--- config.mk ---
export PLATFORM = sky130hd
export DESIGN_NAME = id_ex_pipe_stage
export DESIGN_NICKNAME = d
export VERILOG_FILES = /design/src/rtl/id_ex_pkg.sv /design/src/rtl/pipe_skid_reg.sv /design/src/rtl/id_ex_pipe_stage.sv
export SDC_FILE = /design/constraint.sdc
export NUM_CORES = 1
export LEC_CHECK = 0
export ABC_AREA = 1
export CORE_MARGIN = 3
export CORE_UTILIZATION = 30
export DETAILED_ROUTE_END_ITERATION = 8
export PLACE_DENSITY = 0.63
export SYNTH_ARGS = -nofsm -noshare
export SYNTH_HDL_FRONTEND = slang
export SYNTH_HIERARCHICAL = 1
export SYNTH_SLANG_ARGS = --single-unit
--- constraint.sdc ---
create_clock -name clk -period 1.3 [get_ports clk]
set_input_delay 0.26 -clock clk [delete_from_list [all_inputs] [get_ports clk]]
set_output_delay 0.26 -clock clk [all_outputs]
set_load 0.05 [all_outputs]
--- src/rtl/id_ex_pkg.sv ---
// Shared widths, bundle field layout and pack/unpack helpers for the ID->EX stage.
// Field order from MSB: opcode, addr_mode, rd, rs1, rs2, dmem, imem, shamt.
package id_ex_pkg;

  localparam int unsigned OPC_W_DEF   = 5;
  localparam int unsigned REG_W_DEF   = 3;
  localparam int unsigned DMEM_AW_DEF = 4;
  localparam int unsigned IMEM_AW_DEF = 6;
  localparam int unsigned SHAMT_W_DEF = 3;
  localparam int unsigned CNT_W_DEF   = 8;

  function automatic int unsigned bundle_w(input int unsigned opc_w, input int unsigned reg_w,
                                           input int unsigned dmem_aw, input int unsigned imem_aw,
                                           input int unsigned shamt_w);
    return opc_w + 1 + 3 * reg_w + dmem_aw + imem_aw + shamt_w;
  endfunction

  localparam int unsigned BUNDLE_W_DEF = bundle_w(OPC_W_DEF, REG_W_DEF, DMEM_AW_DEF,
                                                  IMEM_AW_DEF, SHAMT_W_DEF);

  localparam int unsigned SHAMT_LSB = 0;
  localparam int unsigned SHAMT_MSB = SHAMT_LSB + SHAMT_W_DEF - 1;
  localparam int unsigned IMEM_LSB  = SHAMT_MSB + 1;
  localparam int unsigned IMEM_MSB  = IMEM_LSB + IMEM_AW_DEF - 1;
  localparam int unsigned DMEM_LSB  = IMEM_MSB + 1;
  localparam int unsigned DMEM_MSB  = DMEM_LSB + DMEM_AW_DEF - 1;
  localparam int unsigned RS2_LSB   = DMEM_MSB + 1;
  localparam int unsigned RS2_MSB   = RS2_LSB + REG_W_DEF - 1;
  localparam int unsigned RS1_LSB   = RS2_MSB + 1;
  localparam int unsigned RS1_MSB   = RS1_LSB + REG_W_DEF - 1;
  localparam int unsigned RD_LSB    = RS1_MSB + 1;
  localparam int unsigned RD_MSB    = RD_LSB + REG_W_DEF - 1;
  localparam int unsigned AMODE_BIT = RD_MSB + 1;
  localparam int unsigned OPC_LSB   = AMODE_BIT + 1;
  localparam int unsigned OPC_MSB   = OPC_LSB + OPC_W_DEF - 1;

  typedef struct packed {
    logic [OPC_W_DEF-1:0]   opcode;
    logic                   addr_mode;
    logic [REG_W_DEF-1:0]   rd;
    logic [REG_W_DEF-1:0]   rs1;
    logic [REG_W_DEF-1:0]   rs2;
    logic [DMEM_AW_DEF-1:0] dmem_addr;
    logic [IMEM_AW_DEF-1:0] imem_addr;
    logic [SHAMT_W_DEF-1:0] shamt;
  } id_ex_bundle_t;

  function automatic logic [BUNDLE_W_DEF-1:0] pack(
      input logic [OPC_W_DEF-1:0] opcode, input logic addr_mode,
      input logic [REG_W_DEF-1:0] rd, input logic [REG_W_DEF-1:0] rs1,
      input logic [REG_W_DEF-1:0] rs2, input logic [DMEM_AW_DEF-1:0] dmem_addr,
      input logic [IMEM_AW_DEF-1:0] imem_addr, input logic [SHAMT_W_DEF-1:0] shamt);
    logic [BUNDLE_W_DEF-1:0] b;
    b                     = '0;
    b[OPC_MSB:OPC_LSB]    = opcode;
    b[AMODE_BIT]          = addr_mode;
    b[RD_MSB:RD_LSB]      = rd;
    b[RS1_MSB:RS1_LSB]    = rs1;
    b[RS2_MSB:RS2_LSB]    = rs2;
    b[DMEM_MSB:DMEM_LSB]  = dmem_addr;
    b[IMEM_MSB:IMEM_LSB]  = imem_addr;
    b[SHAMT_MSB:SHAMT_LSB] = shamt;
    return b;
  endfunction

  function automatic id_ex_bundle_t unpack(input logic [BUNDLE_W_DEF-1:0] b);
    id_ex_bundle_t s;
    s.opcode    = b[OPC_MSB:OPC_LSB];
    s.addr_mode = b[AMODE_BIT];
    s.rd        = b[RD_MSB:RD_LSB];
    s.rs1       = b[RS1_MSB:RS1_LSB];
    s.rs2       = b[RS2_MSB:RS2_LSB];
    s.dmem_addr = b[DMEM_MSB:DMEM_LSB];
    s.imem_addr = b[IMEM_MSB:IMEM_LSB];
    s.shamt     = b[SHAMT_MSB:SHAMT_LSB];
    return s;
  endfunction

endpackage

--- src/rtl/pipe_skid_reg.sv ---
// Generic valid/ready register with synchronous flush. With PIPE_SKID_EN defined a
// second (skid) entry is added and in_ready becomes registered.
module pipe_skid_reg #(
  parameter int unsigned DATA_W = 8
) (
  input  logic              clk,
  input  logic              rst,
  input  logic              flush,
  input  logic              in_valid,
  output logic              in_ready,
  input  logic [DATA_W-1:0] in_data,
  output logic              out_valid,
  input  logic              out_ready,
  output logic [DATA_W-1:0] out_data
);

  logic              valid_q, valid_d;
  logic [DATA_W-1:0] data_q, data_d;

  assign out_valid = valid_q;
  assign out_data  = data_q;

`ifdef PIPE_SKID_EN
  logic              skid_valid_q, skid_valid_d;
  logic [DATA_W-1:0] skid_data_q, skid_data_d;
  logic              main_can_load;
  logic              in_xfer;

  assign in_ready      = !skid_valid_q;
  assign main_can_load = !valid_q || out_ready;
  assign in_xfer       = in_valid && !skid_valid_q;

  always_comb begin
    valid_d      = valid_q;
    data_d       = data_q;
    skid_valid_d = skid_valid_q;
    skid_data_d  = skid_data_q;
    if (flush) begin
      valid_d      = 1'b0;
      skid_valid_d = 1'b0;
    end else if (main_can_load) begin
      // Skid entry is older than anything offered now, so it always goes first.
      if (skid_valid_q) begin
        data_d       = skid_data_q;
        valid_d      = 1'b1;
        skid_valid_d = 1'b0;
      end else if (in_xfer) begin
        data_d  = in_data;
        valid_d = 1'b1;
      end else begin
        valid_d = 1'b0;
      end
    end else if (in_xfer) begin
      skid_data_d  = in_data;
      skid_valid_d = 1'b1;
    end
  end

  always_ff @(posedge clk or negedge rst) begin
    if (!rst) begin
      skid_valid_q <= 1'b0;
      skid_data_q  <= '0;
    end else begin
      skid_valid_q <= skid_valid_d;
      skid_data_q  <= skid_data_d;
    end
  end
`else
  assign in_ready = !valid_q || out_ready;

  always_comb begin
    valid_d = valid_q;
    data_d  = data_q;
    if (flush) begin
      valid_d = 1'b0;
    end else if (in_valid && in_ready) begin
      data_d  = in_data;
      valid_d = 1'b1;
    end else if (out_ready) begin
      valid_d = 1'b0;
    end
  end
`endif

  always_ff @(posedge clk or negedge rst) begin
    if (!rst) begin
      valid_q <= 1'b0;
      data_q  <= '0;
    end else begin
      valid_q <= valid_d;
      data_q  <= data_d;
    end
  end

endmodule

--- src/rtl/id_ex_pipe_stage.sv ---
// ID->EX pipeline register: valid/ready handshake, flush-to-bubble and a saturating
// stall counter. Define PIPE_SKID_EN for a 2-entry (skid-buffered) variant.
module id_ex_pipe_stage
  import id_ex_pkg::*;
#(
  parameter int unsigned  OPC_W    = OPC_W_DEF,
  parameter int unsigned  REG_W    = REG_W_DEF,
  parameter int unsigned  DMEM_AW  = DMEM_AW_DEF,
  parameter int unsigned  IMEM_AW  = IMEM_AW_DEF,
  parameter int unsigned  SHAMT_W  = SHAMT_W_DEF,
  parameter int unsigned  CNT_W    = CNT_W_DEF,
  localparam int unsigned BUNDLE_W = bundle_w(OPC_W, REG_W, DMEM_AW, IMEM_AW, SHAMT_W)
) (
  input  logic                clk,
  input  logic                rst,
  input  logic                in_valid,
  output logic                in_ready,
  input  logic [BUNDLE_W-1:0] in_bundle,
  input  logic                flush,
  output logic                out_valid,
  input  logic                out_ready,
  output logic [BUNDLE_W-1:0] out_bundle,
  output logic [CNT_W-1:0]    stall_cnt
);

  logic             in_valid_gated;
  logic [CNT_W-1:0] stall_cnt_q, stall_cnt_d;

  // A flushing cycle must never accept the offered input, even with in_ready high.
  assign in_valid_gated = in_valid && !flush;

  pipe_skid_reg #(
    .DATA_W (BUNDLE_W)
  ) u_reg (
    .clk       (clk),
    .rst       (rst),
    .flush     (flush),
    .in_valid  (in_valid_gated),
    .in_ready  (in_ready),
    .in_data   (in_bundle),
    .out_valid (out_valid),
    .out_ready (out_ready),
    .out_data  (out_bundle)
  );

  always_comb begin
    stall_cnt_d = stall_cnt_q;
    if (out_valid && !out_ready && (stall_cnt_q != '1)) begin
      stall_cnt_d = stall_cnt_q + 1'b1;
    end
  end

  always_ff @(posedge clk or negedge rst) begin
    if (!rst) begin
      stall_cnt_q <= '0;
    end else begin
      stall_cnt_q <= stall_cnt_d;
    end
  end

  assign stall_cnt = stall_cnt_q;

endmodule

# ---- Yosys cells after proc, flatten, opt, wreduce, memory -nomap -nowiden
# Index checks and enable logic that the tools add are counted.
dict set report word_totals {
  register_bits 37
  input_bits 33
  out_inout_bits 38
  wordCells 19
}
dict set report classes {
  add_sub_neg 1
  eq_ne 1
  n_mux 3
  n_bitwise 1
  reduce_logical 10
}
# operator count
set op_table {}
lappend op_table {{$add A8 B1 Y8 const B} 1}
lappend op_table {{$ne A8 B8 Y1 const B} 1}
lappend op_table {{$logic_and A1 B1 Y1} 4}
lappend op_table {{$logic_not A1 Y1} 3}
lappend op_table {{$mux W1} 3}
lappend op_table {{$reduce_bool A3 Y1} 1}
lappend op_table {{$reduce_and A2 Y1} 1}
lappend op_table {{$logic_or A1 B1 Y1} 1}
lappend op_table {{$not A1 Y1} 1}

# ---- Longest topological paths before layout
dict set report logic_depth {
  word_depth 5
  depth_mapped 8
}

# ---- Hierarchy
# The synthesis kept the hierarchy.
# module instances cells_each area_each_um2
set modules_own_cells {}
lappend modules_own_cells {pipe_skid_reg 1 127 1331.3}
lappend modules_own_cells {id_ex_pipe_stage 1 68 503.0}

# ---- Least setup slack after synthesis
# OpenSTA, ideal clock, no wires.
dict set report synth_timing {
  path_type {reg2reg}
  startpoint {reg stall_cnt_q[0], in the netlist stall_cnt[0]}
  endpoint {reg stall_cnt_q[4], in the netlist stall_cnt[4]}
  setup_time_ps 118
  arrival_ps 1497
  required_time_ps 1182
  path_slack_ps -315
  stages_incl_launch_ff 9
  path_buffers 0
  cell_sequence {dfrtp_1 > ha_1 > nand2_2 > nor2_4 > nand2_4 > nand2_8 > inv_4 > nand2_1 > nand2_1}
}
dict set report synth_between {
  elab_chain_len 2
  elab_cells_between_ends 3
  classes_between {add/sub: 1; eq/ne: 1; reduce/logical: 1}
}
# element line
set synth_lines {}
lappend synth_lines {{from (decl)} id_ex_pipe_stage.sv:27} ;# logic [CNT_W-1:0] stall_cnt_q, stall_cnt_d;
lappend synth_lines {{from (signal assigned)} id_ex_pipe_stage.sv:57} ;# stall_cnt_q <= stall_cnt_d;
lappend synth_lines {{branches (longest 2 deep; another with $add A8 B1 Y8)} n/a}
# Parallel ways; which one is timed is not known.
# A chain may end at the register's enable or synchronous reset.

# ---- Final worst setup path
dict set report layout_timing {
  startpoint {reg stall_cnt_q[0], in the netlist stall_cnt[0]}
  endpoint {out stall_cnt[0]}
}
# element line
set layout_rtl {}
lappend layout_rtl {{to (decl)} id_ex_pipe_stage.sv:23} ;# output logic [CNT_W-1:0] stall_cnt
# No word-level cell between the ends.

==> out/qor.yml <==
clk_path_buf_depth: 2
synth_warnings: 6
drc: 0
status: "finished, final reports clean"
cts_tree: "built"
wl_um: 4707
power_leakage_nw: 1.534
area_growth_pct: 79.47
cap_violations: 0
io_buffer_count: 70
post-synth-top-area-cell: "dfrtp_1"
tightestPinTransition_ps: 329.0
crit_path_start_kind: "flop"
fin_area_um2: 3292
hold_viol: 0
rrSetupSlack_ps: 30
synth_common_cells: "nand2_1 (80), dfrtp_1 (37), nand3_2 (20)"
h-tree-depth: 2
crit_path_max_fanout: 4
fin_hold_ws_ps: 395.6
yosysUniqueCellTypes: 23
synthCells: 195
dp.cells: 341
crit_type: "flop to output pin"
grt_first_pass_wirelength_um: 7679
dieHeight_um: 84.20
fin_worst_skew_ps: 6.156
synth_seq_cells: 37
timing.final.crit_period_ps: 1293
rows: 27
yosysMostFrequentCell: "nand2_1"
netlist_area_um2: 1834
core_um2: 5709
die_area_um2: 7089
fmax_ghz: 0.7732
hold_path.class: "primary input to asynchronous set/reset pin"
syn_avg_cell_area_um2: 9.406
post-route-util_pct: 57.66
placed_area_um2: 3035
wl_per_cell_um: 13.11
nets: 320
synth_top_cell_area_share_pct: 50.48
start_util_pct: 32.13
synth_ff_type: "dfrtp_1"
syn_nets: 229
crit_required_ps: 1040
antennaDiodeCount: 0
synth_edf_count: 0
p_per_area_nw_per_um2: 1414
path_clk_slew_ps: 70
drtPass1Iterations: 4
clkLatencyLatePin_ps: 290
die_x_um: 84.20
drv_slew: 0
yosysSeqAreaShare_pct: 50.48
antenna_found_initial: 0
vias: 1577
routabilityCongestion: 0.7885
synth.area.top_cells: "dfrtp_1 (50%), nand2_1 (16%), nand3_2 (11%)"
grt-ovfl-total: 0
clock-sinks: 37
grt_max_degree: 29
cts_buffers: 5
clockRootBuffer: "clkbuf_8"
slew_headroom_pct: 78.07
async_reset_ff_share_pct: 100.0
antenna_left: 0
grtUsageTotal_pct: 13.62
endpoint_kind: "output pin"
grt_pass1_vias: 1598
fin_crit_sh_pct: 99.49
setup_violations: 0
dp_hpwl_um: 3437
layout.cells.non_filler: 359
post-place-ws_ps: -311.3
setup_ws_ps: 6.606
drt_iter0_markers: 63
cp.arrival_ps: 1030
rsz0062_at_grt: "yes"
irDropWorstVdd_v: 0.001303
ios: 71
drive_gt1_share_pct: 39.02
viasPerCell: 4.393
## flip-flops by register name, indices dropped and copies added (netlist names)
name             flops
u_reg/out_valid      1
stall_cnt            8
u_reg/out_data      28
## power by group
| part | internal, mW | total [mW] | switching [mW] | leakage (nW) |
|---|---|---|---|---|
| Clock | 0.432 | 0.817 | 0.385 | 0.0455 |
| Sequential | 1.36 | 1.63 | 0.273 | 0.455 |
| Combinational | 1.12 | 2.21 | 1.09 | 1.03 |
| Total | 2.91 | 4.66 | 1.75 | 1.53 |
## worst paths after layout
path	from	cells after the start	to
setup reg to reg	stall_cnt[0]$_DFFE_PN0P_	8	stall_cnt[4]$_DFFE_PN0P_
hold / removal	rst	2	u_reg/out_data[9]$_DFFE_PN0P_
setup / recovery	stall_cnt[0]$_DFFE_PN0P_	2	stall_cnt[0]
min in group clk	in_bundle[26]	3	u_reg/out_data[26]$_DFFE_PN0P_
max in group asynchronous	rst	3	u_reg/out_valid$_DFFE_PN0P_
hold reg to reg	u_reg/out_data[7]$_DFFE_PN0P_	2	u_reg/out_data[7]$_DFFE_PN0P_
## timing repair
item / CTS / global route
endpoints found under the setup margin: 4 / 34
hold buffers: 1 / 0
gates resized for setup: 2 / 11
pin swaps: 1 / 6
gates cloned: 0 / 2
hold endpoints to repair: 12 / 0
buffers inserted: 3 / 5
## metal layers
layer / vias to the layer above / part of all wire [%] / track usage [%]
li1: 795 / - / -
met1: 735 / 43 / 17.53
met2: 42 / 51 / 21.66
met3: 5 / 4.9 / 4.514
met4: 0 / 1.2 / 4.386
met5: - / 0 / 0
## layout make-up
type                            instances  area [um^2]
Inverter                               13        53.80
Multi-Input combinational cell        138        807.0
Clock buffer                            8        90.09
Tap cell                               72        90.09
Timing Repair Buffer                   91         1314
Sequential cell                        37        937.1
Fill cell                             485         2417
## stage by stage
| stage | setup TNS (ps) | power, mW |
|---|---|---|
| floorplan | -200.1 | 2.527 |
| global placement | -7601 | 3.692 |
| detailed placement | -8706 | 3.721 |
| CTS | 0 | 4.555 |
| global route | -197.6 | 4.874 |
| finish | 0 | 4.655 |
## layout by cell type (no fill, tap or decap), drive strengths merged, types with 2 or more instances in the layout
cell type and count:
inv 12, a21oi 2, nand3 34, nand2 86
nand4 2, clkdlybuf4s50 30, nor2 10, clkbuf 9
dfrtp 37, buf 58
## kinds of logic (layout without fill, tap and decap cells)
family / after synthesis / count (layout) / synth area share (%)
AO/OA/AOI/OAI: 3 / 3 / 0.8183
flip-flops: 37 / 37 / 50.48
buffers and inverters: 21 / 112 / 8.731
XOR/XNOR: 2 / 2 / 0.9552
adder cells (fa/ha/maj): 1 / 1 / 0.6820
AND/OR/NAND/NOR: 131 / 132 / 38.34
## worst max-delay path, cell delays in order (launching register included)
cell and delay (ps):
dfrtp_2 460, buf_12 150, buf_12 130
Note: power is estimated with default switching activity, not from simulation.
